`src/rtl/neuron_a_feeder_pkg.sv`:
```
// ============================================================================
// Module      : neuron_a_feeder_pkg
// Description : Q-format constants, FSM encoding and config addresses for
//               neuron_a_feeder.
// Revision    : 1.0
// ============================================================================
`ifndef NEURON_A_FEEDER_PKG_SV
`define NEURON_A_FEEDER_PKG_SV
`default_nettype none

package neuron_a_feeder_pkg;

    localparam int          Q_WIDTH   = 32;
    localparam int          Q_FBITS   = 24;
    localparam logic [31:0] Q_ONE     = 32'h0100_0000;
    localparam logic [31:0] Q_NEG_ONE = 32'hFF00_0000;

    typedef enum logic [2:0] {
        COLLECT = 3'd0,
        FIRE1   = 3'd1,
        FIRE2   = 3'd2,
        CAPTURE = 3'd3,
        OUT     = 3'd4
    } state_e;

    localparam logic [1:0] CFG_W1 = 2'd0;
    localparam logic [1:0] CFG_W2 = 2'd1;
    localparam logic [1:0] CFG_W3 = 2'd2;
    localparam logic [1:0] CFG_B  = 2'd3;

endpackage

`default_nettype wire
`endif

```
`src/rtl/neuron_a_feeder_if.sv`:
```
// ============================================================================
// Module      : neuron_a_feeder_if
// Description : Sample stream, config port, neuron_a drive and result stream.
// Revision    : 1.0
// ============================================================================
`default_nettype none

interface neuron_a_feeder_if
    import neuron_a_feeder_pkg::*;
#(
    parameter int WIDTH = Q_WIDTH
);
    logic             in_valid;
    logic             in_ready;
    logic [WIDTH-1:0] in_data;
    logic             cfg_wr;
    logic [1:0]       cfg_addr;
    logic [WIDTH-1:0] cfg_data;
    logic             n_en;
    logic [WIDTH-1:0] n_a1;
    logic [WIDTH-1:0] n_a2;
    logic [WIDTH-1:0] n_a3;
    logic [WIDTH-1:0] n_w1;
    logic [WIDTH-1:0] n_w2;
    logic [WIDTH-1:0] n_w3;
    logic [WIDTH-1:0] n_b;
    logic [WIDTH-1:0] n_y;
    logic             out_valid;
    logic             out_ready;
    logic [WIDTH-1:0] out_data;
    logic             busy;

    modport slave (
        input  in_valid, in_data, cfg_wr, cfg_addr, cfg_data, n_y, out_ready,
        output in_ready, n_en, n_a1, n_a2, n_a3, n_w1, n_w2, n_w3, n_b,
               out_valid, out_data, busy
    );

    modport master (
        output in_valid, in_data, cfg_wr, cfg_addr, cfg_data, n_y, out_ready,
        input  in_ready, n_en, n_a1, n_a2, n_a3, n_w1, n_w2, n_w3, n_b,
               out_valid, out_data, busy
    );
endinterface

`default_nettype wire

```
`src/rtl/neuron_a_feeder_q_clamp.sv`:
```
// ============================================================================
// Module      : q_clamp
// Description : Combinational signed saturation of a Q value to [-1.0, +1.0].
// Revision    : 1.0
// ============================================================================
`default_nettype none

module q_clamp #(
    parameter int WIDTH = 32,
    parameter int FBITS = 24
) (
    input  logic [WIDTH-1:0] data_i,
    output logic [WIDTH-1:0] data_o
);
    localparam logic signed [WIDTH-1:0] C_ONE     = {{(WIDTH-FBITS-1){1'b0}}, 1'b1, {FBITS{1'b0}}};
    localparam logic signed [WIDTH-1:0] C_NEG_ONE = -C_ONE;

    always_comb begin
        data_o = data_i;
        if ($signed(data_i) > C_ONE) begin
            data_o = C_ONE;
        end else if ($signed(data_i) < C_NEG_ONE) begin
            data_o = C_NEG_ONE;
        end
    end
endmodule

`default_nettype wire

```
`src/rtl/neuron_a_feeder.sv`:
```
// ============================================================================
// Module      : neuron_a_feeder
// Description : Packs three streamed activations, fires neuron_a for two
//               cycles, latches y and returns it over valid/ready.
//               Optional input clamp: define NEURON_FEED_CLAMP_EN.
// Revision    : 1.0
// ============================================================================
`default_nettype none

module neuron_a_feeder
    import neuron_a_feeder_pkg::*;
#(
    parameter int WIDTH = Q_WIDTH,
    parameter int FBITS = Q_FBITS
) (
    input  logic            clk,
    input  logic            rst,
    neuron_a_feeder_if.slave bus
);
    state_e           state_q, state_d;
    logic [1:0]       cnt_q, cnt_d;
    logic [WIDTH-1:0] a1_q, a2_q, a3_q;
    logic [WIDTH-1:0] w1_q, w2_q, w3_q, b_q;
    logic [WIDTH-1:0] out_q;

    logic [WIDTH-1:0] w_sample;
    logic             w_accept;
    logic             w_cfg_we;

`ifdef NEURON_FEED_CLAMP_EN
    q_clamp #(
        .WIDTH (WIDTH),
        .FBITS (FBITS)
    ) u_q_clamp (
        .data_i (bus.in_data),
        .data_o (w_sample)
    );
`else
    logic w_unused_fbits;
    assign w_unused_fbits = ^FBITS;
    assign w_sample       = bus.in_data;
`endif

    assign w_accept = bus.in_valid && (state_q == COLLECT);
    assign w_cfg_we = bus.cfg_wr && (state_q == COLLECT);

    assign bus.in_ready  = (state_q == COLLECT);
    assign bus.n_en      = (state_q == FIRE1) || (state_q == FIRE2);
    assign bus.out_valid = (state_q == OUT);
    assign bus.out_data  = out_q;
    assign bus.busy      = !((state_q == COLLECT) && (cnt_q == 2'd0));
    assign bus.n_a1      = a1_q;
    assign bus.n_a2      = a2_q;
    assign bus.n_a3      = a3_q;
    assign bus.n_w1      = w1_q;
    assign bus.n_w2      = w2_q;
    assign bus.n_w3      = w3_q;
    assign bus.n_b       = b_q;

    always_comb begin
        state_d = state_q;
        cnt_d   = cnt_q;
        unique case (state_q)
            COLLECT: begin
                if (w_accept) begin
                    if (cnt_q == 2'd2) begin
                        cnt_d   = 2'd0;
                        state_d = FIRE1;
                    end else begin
                        cnt_d = cnt_q + 2'd1;
                    end
                end
            end
            FIRE1:   state_d = FIRE2;
            FIRE2:   state_d = CAPTURE;
            CAPTURE: state_d = OUT;
            OUT: begin
                if (bus.out_ready) begin
                    state_d = COLLECT;
                end
            end
            default: begin
                state_d = COLLECT;
                cnt_d   = 2'd0;
            end
        endcase
    end

    always_ff @(posedge clk) begin
        if (rst) begin
            state_q <= COLLECT;
            cnt_q   <= 2'd0;
            a1_q    <= '0;
            a2_q    <= '0;
            a3_q    <= '0;
            w1_q    <= '0;
            w2_q    <= '0;
            w3_q    <= '0;
            b_q     <= '0;
            out_q   <= '0;
        end else begin
            state_q <= state_d;
            cnt_q   <= cnt_d;
            if (w_accept) begin
                case (cnt_q)
                    2'd0:    a1_q <= w_sample;
                    2'd1:    a2_q <= w_sample;
                    default: a3_q <= w_sample;
                endcase
            end
            if (w_cfg_we) begin
                case (bus.cfg_addr)
                    CFG_W1: w1_q <= bus.cfg_data;
                    CFG_W2: w2_q <= bus.cfg_data;
                    CFG_W3: w3_q <= bus.cfg_data;
                    CFG_B:  b_q  <= bus.cfg_data;
                endcase
            end
            // n_y reflects the stage-2 sum registered on the FIRE2 edge.
            if (state_q == CAPTURE) begin
                out_q <= bus.n_y;
            end
        end
    end
endmodule

`default_nettype wire

```
`src/flat_wrapper.sv`:
```
// flat-port wrapper written by rule: the top's interface ports become plain ports
module neuron_a_feeder_flat import neuron_a_feeder_pkg::*;
#(
    parameter int WIDTH = Q_WIDTH,
    parameter int FBITS = Q_FBITS
)
  (clk, rst, bus_in_valid, bus_in_data, bus_cfg_wr, bus_cfg_addr, bus_cfg_data, bus_n_y, bus_out_ready, bus_in_ready, bus_n_en, bus_n_a1, bus_n_a2, bus_n_a3, bus_n_w1, bus_n_w2, bus_n_w3, bus_n_b, bus_out_valid, bus_out_data, bus_busy);
  neuron_a_feeder_if #(.WIDTH(WIDTH)) bus_i ();
  input  logic clk;
  input  logic rst;
  input wire logic [$bits(bus_i.in_valid)-1:0] bus_in_valid;
  input wire logic [$bits(bus_i.in_data)-1:0] bus_in_data;
  input wire logic [$bits(bus_i.cfg_wr)-1:0] bus_cfg_wr;
  input wire logic [$bits(bus_i.cfg_addr)-1:0] bus_cfg_addr;
  input wire logic [$bits(bus_i.cfg_data)-1:0] bus_cfg_data;
  input wire logic [$bits(bus_i.n_y)-1:0] bus_n_y;
  input wire logic [$bits(bus_i.out_ready)-1:0] bus_out_ready;
  output wire logic [$bits(bus_i.in_ready)-1:0] bus_in_ready;
  output wire logic [$bits(bus_i.n_en)-1:0] bus_n_en;
  output wire logic [$bits(bus_i.n_a1)-1:0] bus_n_a1;
  output wire logic [$bits(bus_i.n_a2)-1:0] bus_n_a2;
  output wire logic [$bits(bus_i.n_a3)-1:0] bus_n_a3;
  output wire logic [$bits(bus_i.n_w1)-1:0] bus_n_w1;
  output wire logic [$bits(bus_i.n_w2)-1:0] bus_n_w2;
  output wire logic [$bits(bus_i.n_w3)-1:0] bus_n_w3;
  output wire logic [$bits(bus_i.n_b)-1:0] bus_n_b;
  output wire logic [$bits(bus_i.out_valid)-1:0] bus_out_valid;
  output wire logic [$bits(bus_i.out_data)-1:0] bus_out_data;
  output wire logic [$bits(bus_i.busy)-1:0] bus_busy;
  assign bus_i.in_valid = bus_in_valid;
  assign bus_i.in_data = bus_in_data;
  assign bus_i.cfg_wr = bus_cfg_wr;
  assign bus_i.cfg_addr = bus_cfg_addr;
  assign bus_i.cfg_data = bus_cfg_data;
  assign bus_i.n_y = bus_n_y;
  assign bus_i.out_ready = bus_out_ready;
  assign bus_in_ready = bus_i.in_ready;
  assign bus_n_en = bus_i.n_en;
  assign bus_n_a1 = bus_i.n_a1;
  assign bus_n_a2 = bus_i.n_a2;
  assign bus_n_a3 = bus_i.n_a3;
  assign bus_n_w1 = bus_i.n_w1;
  assign bus_n_w2 = bus_i.n_w2;
  assign bus_n_w3 = bus_i.n_w3;
  assign bus_n_b = bus_i.n_b;
  assign bus_out_valid = bus_i.out_valid;
  assign bus_out_data = bus_i.out_data;
  assign bus_busy = bus_i.busy;
  neuron_a_feeder #(.WIDTH(WIDTH), .FBITS(FBITS)) u_core (.clk(clk), .rst(rst), .bus(bus_i));
endmodule
```
`config.mk`:
```
export PLATFORM = sky130hd
export DESIGN_NAME = neuron_a_feeder_flat
export DESIGN_NICKNAME = d
export VERILOG_FILES = /design/src/rtl/neuron_a_feeder_pkg.sv /design/src/rtl/neuron_a_feeder_if.sv /design/src/rtl/neuron_a_feeder_q_clamp.sv /design/src/rtl/neuron_a_feeder.sv /design/src/flat_wrapper.sv
export SDC_FILE = /design/constraint.sdc
export NUM_CORES = 1
export LEC_CHECK = 0
export CAP_MARGIN = 20
export CORE_MARGIN = 2
export CORE_UTILIZATION = 49
export CTS_CLUSTER_DIAMETER = 200
export DETAILED_ROUTE_END_ITERATION = 10
export HOLD_SLACK_MARGIN = 0.08
export PLACE_DENSITY = 0.93
export SLEW_MARGIN = 10
export SYNTH_ARGS = -nofsm -noshare
export SYNTH_HDL_FRONTEND = slang
export SYNTH_HIERARCHICAL = 1
export SYNTH_SLANG_ARGS = --single-unit
```
`constraint.sdc`:
```
create_clock -name clk -period 5.24 [get_ports clk]
set_clock_uncertainty 0.2 [all_clocks]
set_input_delay 1.048 -clock clk [delete_from_list [all_inputs] [get_ports clk]]
set_output_delay 1.048 -clock clk [all_outputs]
set_load 0.01 [all_outputs]
```
==> results.json, run 1 <==
{
  "hold_path.class": "reg -> reg",
  "grt_max_degree": 165,
  "rows": 53,
  "drive_gt1_share_pct": 4.16,
  "fp.coreArea_sq_mm": 0.0209,
  "dpl.hpwl_microns": 18600,
  "gp_congestion": 0.780,
  "synth_cell_types": 30,
  "slew_headroom_pct": 30.2,
  "clock-sinks": 261,
  "wl_per_cell_microns": 17.5,
  "drtPass1Iterations": 4,
  "hold_buffers": 0,
  "worstSkewPairLatency_ns": 0.52,
  "syn_area_sq_mm": 0.0103,
  "area_growth_pct": 43.8,
  "worstPathCellList": "nor2_1, and2_1, clkdlybuf4s50_1",
  "cts.path.max_buffers": 3,
  "cts_tree": "done",
  "io_buffers": 362,
  "crit_path_max_fanout": 9,
  "grt_pass1_wl_microns": 43100,
  "yosysMostFrequentCell": "nand2b_1",
  "hold_violations": 0,
  "antenna_found_initial": 0,
  "synth_top_area_cell": "dfxtp_1",
  "die_height_microns": 149,
  "setup_viol": 0,
  "synth_common_cells": "nand2b_1, dfxtp_1, mux2i_1, nand2_1, clkbuf_1",
  "met3_usage_pct": 8.53,
  "critPathRequiredTime_ns": 3.99,
  "start_kind": "flip-flop",
  "ys_ff_latch": 261,
  "finalCritPeriodShare_pct": 64.3,
  "fin_setup_tns_ns": 0,
  "critPathKind": "reg -> out",
  "h-tree-depth": 1,
  "synth_seq_area_share_pct": 50.5,
  "nets": 1407,
  "synth_nets": 1078,
  "tightest_slew_ns": 1.04,
  "vias": 7927,
  "slowest_stage": "clkdlybuf4s50_1",
  "critical_path.max_stage_delay_ns": 0.57,
  "ys_warn_count": 6,
  "rrSetupSlack_ns": 2.97,
  "clock-root-buffer": "clkbuf_16",
  "globalRouteMet1Util_pct": 26.4,
  "synth.area.top_cells": "dfxtp_1, mux2i_1, nand2b_1",
  "arrival_ns": 2.12,
  "vias_per_cell": 4.96,
  "use_met2_pct": 43.5,
  "initial_core_util_pct": 49.5,
  "die_w_microns": 149,
  "cts_setup_buffers": 0,
  "busiest_layer": "met2",
  "floorplan.die_area_sq_mm": 0.0223,
  "drtAntennaViolNets": 0,
  "cp_top_family": "simple AND/OR/NAND/NOR gates",
  "fin_crit_ns": 3.37,
  "first_global_vias": 8174,
  "diodes": 0,
  "wl_microns": 28000,
  "avgSynthCellArea_sq_um": 10.6,
  "synth-async-reset-ratio_pct": 0,
  "leakage_nw": 6.09,
  "path_clk_slew_ns": 0.06,
  "overflow": 0,
  "cts_resized": 0,
  "fmax_ghz": 0.297,
  "worst-path-buf-inv": 1,
  "syn_inst": 975,
  "power.total_mw": 4.55,
  "route.detailed.drc": 0,
  "synth-edff-count": 0,
  "p_per_area_mw_per_mm2": 306,
  "fillers": 1412,
  "drt-initial-drc-count": 224,
  "cp-end-kind": "output pin",
  "status": "finished clean",
  "cap_viol_max_count": 0,
  "rsz0062_at_grt": "no",
  "io_pins": 363,
  "cts_made_buffers": 27,
  "track_usage_pct": 24.1,
  "ys.flop_type": "dfxtp_1",
  "synth_top_area_share_pct": 50.5,
  "ir_drop_mv": 0.290,
  "maxSlewViolCount": 0
}
## power by group
group | internal [mW] | total, mW | switching [mW] | leakage (nW)
Sequential | 2.07 | 2.11 | 0.0475 | 2.12
Clock | 1.10 | 1.85 | 0.757 | 0.417
Combinational | 0.330 | 0.582 | 0.253 | 3.56
Total | 3.49 | 4.55 | 1.06 | 6.09
## path summary, 6_finish.rpt
path                                               from  cells past startpoint                       to
worst min register to register  u_core/bus.out_data[20]                      2  u_core/bus.out_data[20]
worst min-delay path            u_core/bus.out_data[20]                      2  u_core/bus.out_data[20]
worst max-delay path                  u_core/state_q[1]                      3            bus_out_valid
worst max register to register        u_core/state_q[2]                      4      u_core/bus.n_w1[12]
## flip-flops by register name (all words and copies together), names as in the netlist
name,cells
u_core/cnt_q,2
u_core/bus.n_w1,32
u_core/bus.n_b,32
u_core/bus.n_w3,32
u_core/bus.n_a2,32
u_core/bus.n_a1,32
u_core/state_q,3
u_core/bus.n_w2,32
u_core/bus.out_data,32
u_core/bus.n_a3,32
## layout by cell type (no fill, tap or decap), drive strengths merged, types with 2 or more instances in the layout
cell type      synthesis  layout
nand2                 66      66
nand2b               288     288
nand3                  2       2
o22ai                  2       2
clkbuf                43      44
a21oi                 33      33
nor3                   3       3
mux2i                225     225
nand3b                 4       4
dfxtp                261     261
or3                    2       2
nor3b                  2       2
clkdlybuf4s50          0     361
nor2                   3       3
and2                   2       2
clkinv                 0       2
buf                   28      10
## worst reg2reg max path, delay by kind of cell, from the launching register on
kind / cells / cell delay [ns]
muxes: 1 / 0.28
and+or+nand+nor: 2 / 0.71
DFF: 1 / 0.48
buffers and inverters: 1 / 0.52
## cell families (layout without fill, tap and decap cells)
family	count (synthesis)	count (layout)	synth area share, %
buffers and inverters	72	420	4.04
and+or+nand+nor	379	379	21.7
muxes	225	225	21.8
AOI/OAI and AO/OA	37	37	1.85
xor gates and xnor gates	1	1	0.0847
DFF	261	261	50.5
## per-layer routing
layer	vias up	part of all wire, %
li1	3852	-
met1	3731	39
met2	293	49
met3	51	9.5
met4	0	2.7
met5	-	0
## through the flow
step,hold slack (ns),cell area (sq um),std cells,util (%),setup slack [ns]
6_report,0.257,14900,1598,71.2,1.87
5_1_grt,0.267,14900,1598,71.2,1.77
4_1_cts,0.255,14800,1596,71.0,1.85
3_5_place_dp,0.246,14000,1548,66.9,1.94
3_3_place_gp,0.241,14000,1548,66.9,2.03
2_1_floorplan,0.281,10300,975,-,2.98
## area by class of cell
class	count	area, sq um	area share [%]
Sequential cell	261	5230	35.1
Multi-Input combinational cell	642	4710	31.7
Timing Repair Buffer	371	3730	25.1
Clock buffer	44	810	5.44
Tap cell	275	344	2.31
Clock inverter	4	47.5	0.320
Inverter	1	3.75	0.0252
No activity file was read; power rests on OpenSTA's default activity.
==> inputs of run 2 (changes only) <==
--- a/config.mk
+++ b/config.mk
@@ -7,11 +7,11 @@
 export LEC_CHECK = 0
 export CAP_MARGIN = 20
 export CORE_MARGIN = 2
-export CORE_UTILIZATION = 49
+export CORE_UTILIZATION = 41
 export CTS_CLUSTER_DIAMETER = 200
 export DETAILED_ROUTE_END_ITERATION = 10
 export HOLD_SLACK_MARGIN = 0.08
-export PLACE_DENSITY = 0.93
+export PLACE_DENSITY = 0.84
 export SLEW_MARGIN = 10
 export SYNTH_ARGS = -nofsm -noshare
 export SYNTH_HDL_FRONTEND = slang
==> constraint.sdc (replaced) <==
create_clock -name clk -period 2.9 [get_ports clk]
set_clock_uncertainty 0.2 [all_clocks]
set_input_delay 0.58 -clock clk [delete_from_list [all_inputs] [get_ports clk]]
set_output_delay 0.58 -clock clk [all_outputs]
set_load 0.01 [all_outputs]
==> run 2 against run 1 <==
  * Sequential power is 81% higher
  * Clock-buffer cell count is 3 lower
  * Routed wire length is 0.26% higher
  * Combinational power is 84% higher
  * Hold slack worse by 0.0024 ns
  * Core utilization is 11 points lower
  * Register-to-register slack worse by 2.2 ns
==> results.json, run 2 (same netlist as run 1, synthesis figures left out) <==
{
  "cts_resized": 0,
  "grt_pass1_wl_microns": 43300,
  "drive_gt1_share_pct": 5.25,
  "fin_crit_ns": 2.75,
  "p_sw_mw": 1.98,
  "cts_made_buffers": 28,
  "p_seq_share_pct": 45.1,
  "arrival_ns": 1.97,
  "die_height_microns": 163,
  "path_clk_slew_ns": 0.06,
  "setup_viol": 0,
  "nets": 1417,
  "tightest_slew_ns": 0.632,
  "io_buffers": 362,
  "drtPass1Iterations": 4,
  "clockPowerShare_pct": 42.2,
  "rr_worst_depth": 4,
  "gp_congestion": 0.758,
  "slew_headroom_pct": 57.9,
  "fmax_ghz": 0.363,
  "antenna_found_initial": 0,
  "h-tree-depth": 1,
  "route.detailed.drc": 0,
  "final_common_cell": "clkdlybuf4s50_1",
  "internal_power_mw": 6.50,
  "critPathRequiredTime_ns": 2.12,
  "area_growth_pct": 46.3,
  "rows": 58,
  "hold_path.class": "reg -> reg",
  "final_cell_mix": "clkdlybuf4s50_1, nand2b_1, dfxtp_1",
  "vias": 7932,
  "power_frac_comb_pct": 12.7,
  "worst-path-buf-inv": 1,
  "placedCellCount": 1613,
  "wl_per_cell_microns": 16.9,
  "worstSkewPairLatency_ns": 0.53,
  "first_global_vias": 8196,
  "die_w_microns": 163,
  "cts_tree": "done",
  "worstPathCellList": "and2_1, clkdlybuf4s50_1",
  "dpl.hpwl_microns": 19100,
  "rsz0062_at_grt": "no",
  "vias_per_cell": 4.77,
  "p_per_area_mw_per_mm2": 560,
  "cts.path.max_buffers": 3,
  "finalNonFillerCells": 1664,
  "finalCritPeriodShare_pct": 95.0,
  "overflow": 0,
  "clock-root-buffer": "clkbuf_16",
  "track_usage_pct": 20.3,
  "initial_core_util_pct": 41.4,
  "min_path_cells": 2,
  "grt_max_degree": 91,
  "rrSetupSlack_ns": 0.77,
  "maxSlewViolCount": 0,
  "crit_path_max_fanout": 17,
  "switching_share_pct": 23.3,
  "place_area_sq_mm": 0.0142,
  "cap_viol_max_count": 0,
  "slowest_stage": "dfxtp_1",
  "start_kind": "flip-flop",
  "wl_microns": 28100,
  "fin_setup_tns_ns": 0,
  "critPathKind": "reg -> out",
  "critical_path.max_stage_delay_ns": 0.67,
  "diodes": 0,
  "fp.coreArea_sq_mm": 0.0250,
  "power.total_mw": 8.47,
  "cp-end-kind": "output pin",
  "clock-sinks": 261,
  "io_pins": 363,
  "status": "finished clean",
  "cp.depth": 2,
  "floorplan.die_area_sq_mm": 0.0265,
  "cts_setup_buffers": 0,
  "ir_drop_mv": 0.624,
  "drt-initial-drc-count": 352,
  "hold_violations": 0,
  "leakage_nw": 6.19,
  "stdcell_area_sq_mm": 0.0151,
  "cp_top_family": "flip-flops",
  "drtAntennaViolNets": 0,
  "hold_buffers": 0
}
==> run 2: final timing paths <==
kind / from / end
max: u_core/state_q[2] / bus_out_valid
min: u_core/bus.out_data[20] / u_core/bus.out_data[20]
max reg2reg: u_core/state_q[2] / u_core/bus.n_w1[27]
min reg2reg: u_core/bus.out_data[20] / u_core/bus.out_data[20]
==> run 2: stage by stage <==
step	utilization [%]	hold slack [ns]	setup WS, ns
6_report	60.6	0.254	0.145
3_5_place_dp	56.8	0.247	0.370
3_3_place_gp	56.8	0.241	0.436
4_1_cts	60.5	0.254	0.100
5_1_grt	60.6	0.273	0.0305
2_1_floorplan	-	0.281	1.11
==> run 2: tightest hold or removal path, stage by stage, from the launching register on <==
cell and delay (ns):
dfxtp_1 0.31, nand2_1 0.05, a21oi_1 0.05
==> run 2: area by class of cell <==
class	instances	area [sq um]
Clock buffer	41	831
Clock inverter	9	100
Fill cell	1967	9830
Inverter	1	3.75
Multi-Input combinational cell	642	4710
Sequential cell	261	5230
Tap cell	330	413
Timing Repair Buffer	380	3850
==> run 2: power by group through the flow <==
stage,sequential [mW],clock (mW),combinational [mW]
after floorplan,3.95,0,0.453
after global placement,3.89,0,1.06
after detailed placement,3.90,0,1.07
after CTS,3.82,3.66,1.08
after global routing,3.84,3.78,1.14
final,3.82,3.58,1.07
==> run 2: metal layers <==
layer  GRT usage (%)  up-vias  routed length (microns)  share of wire [%]
met5               0        -                        0                  0
met4            5.75        0                      715                2.5
met3            7.13       38                     2630                9.4
met2            35.9      282                    13400                 48
met1            23.1     3720                    11300                 40
li1                -     3892                        -                  -
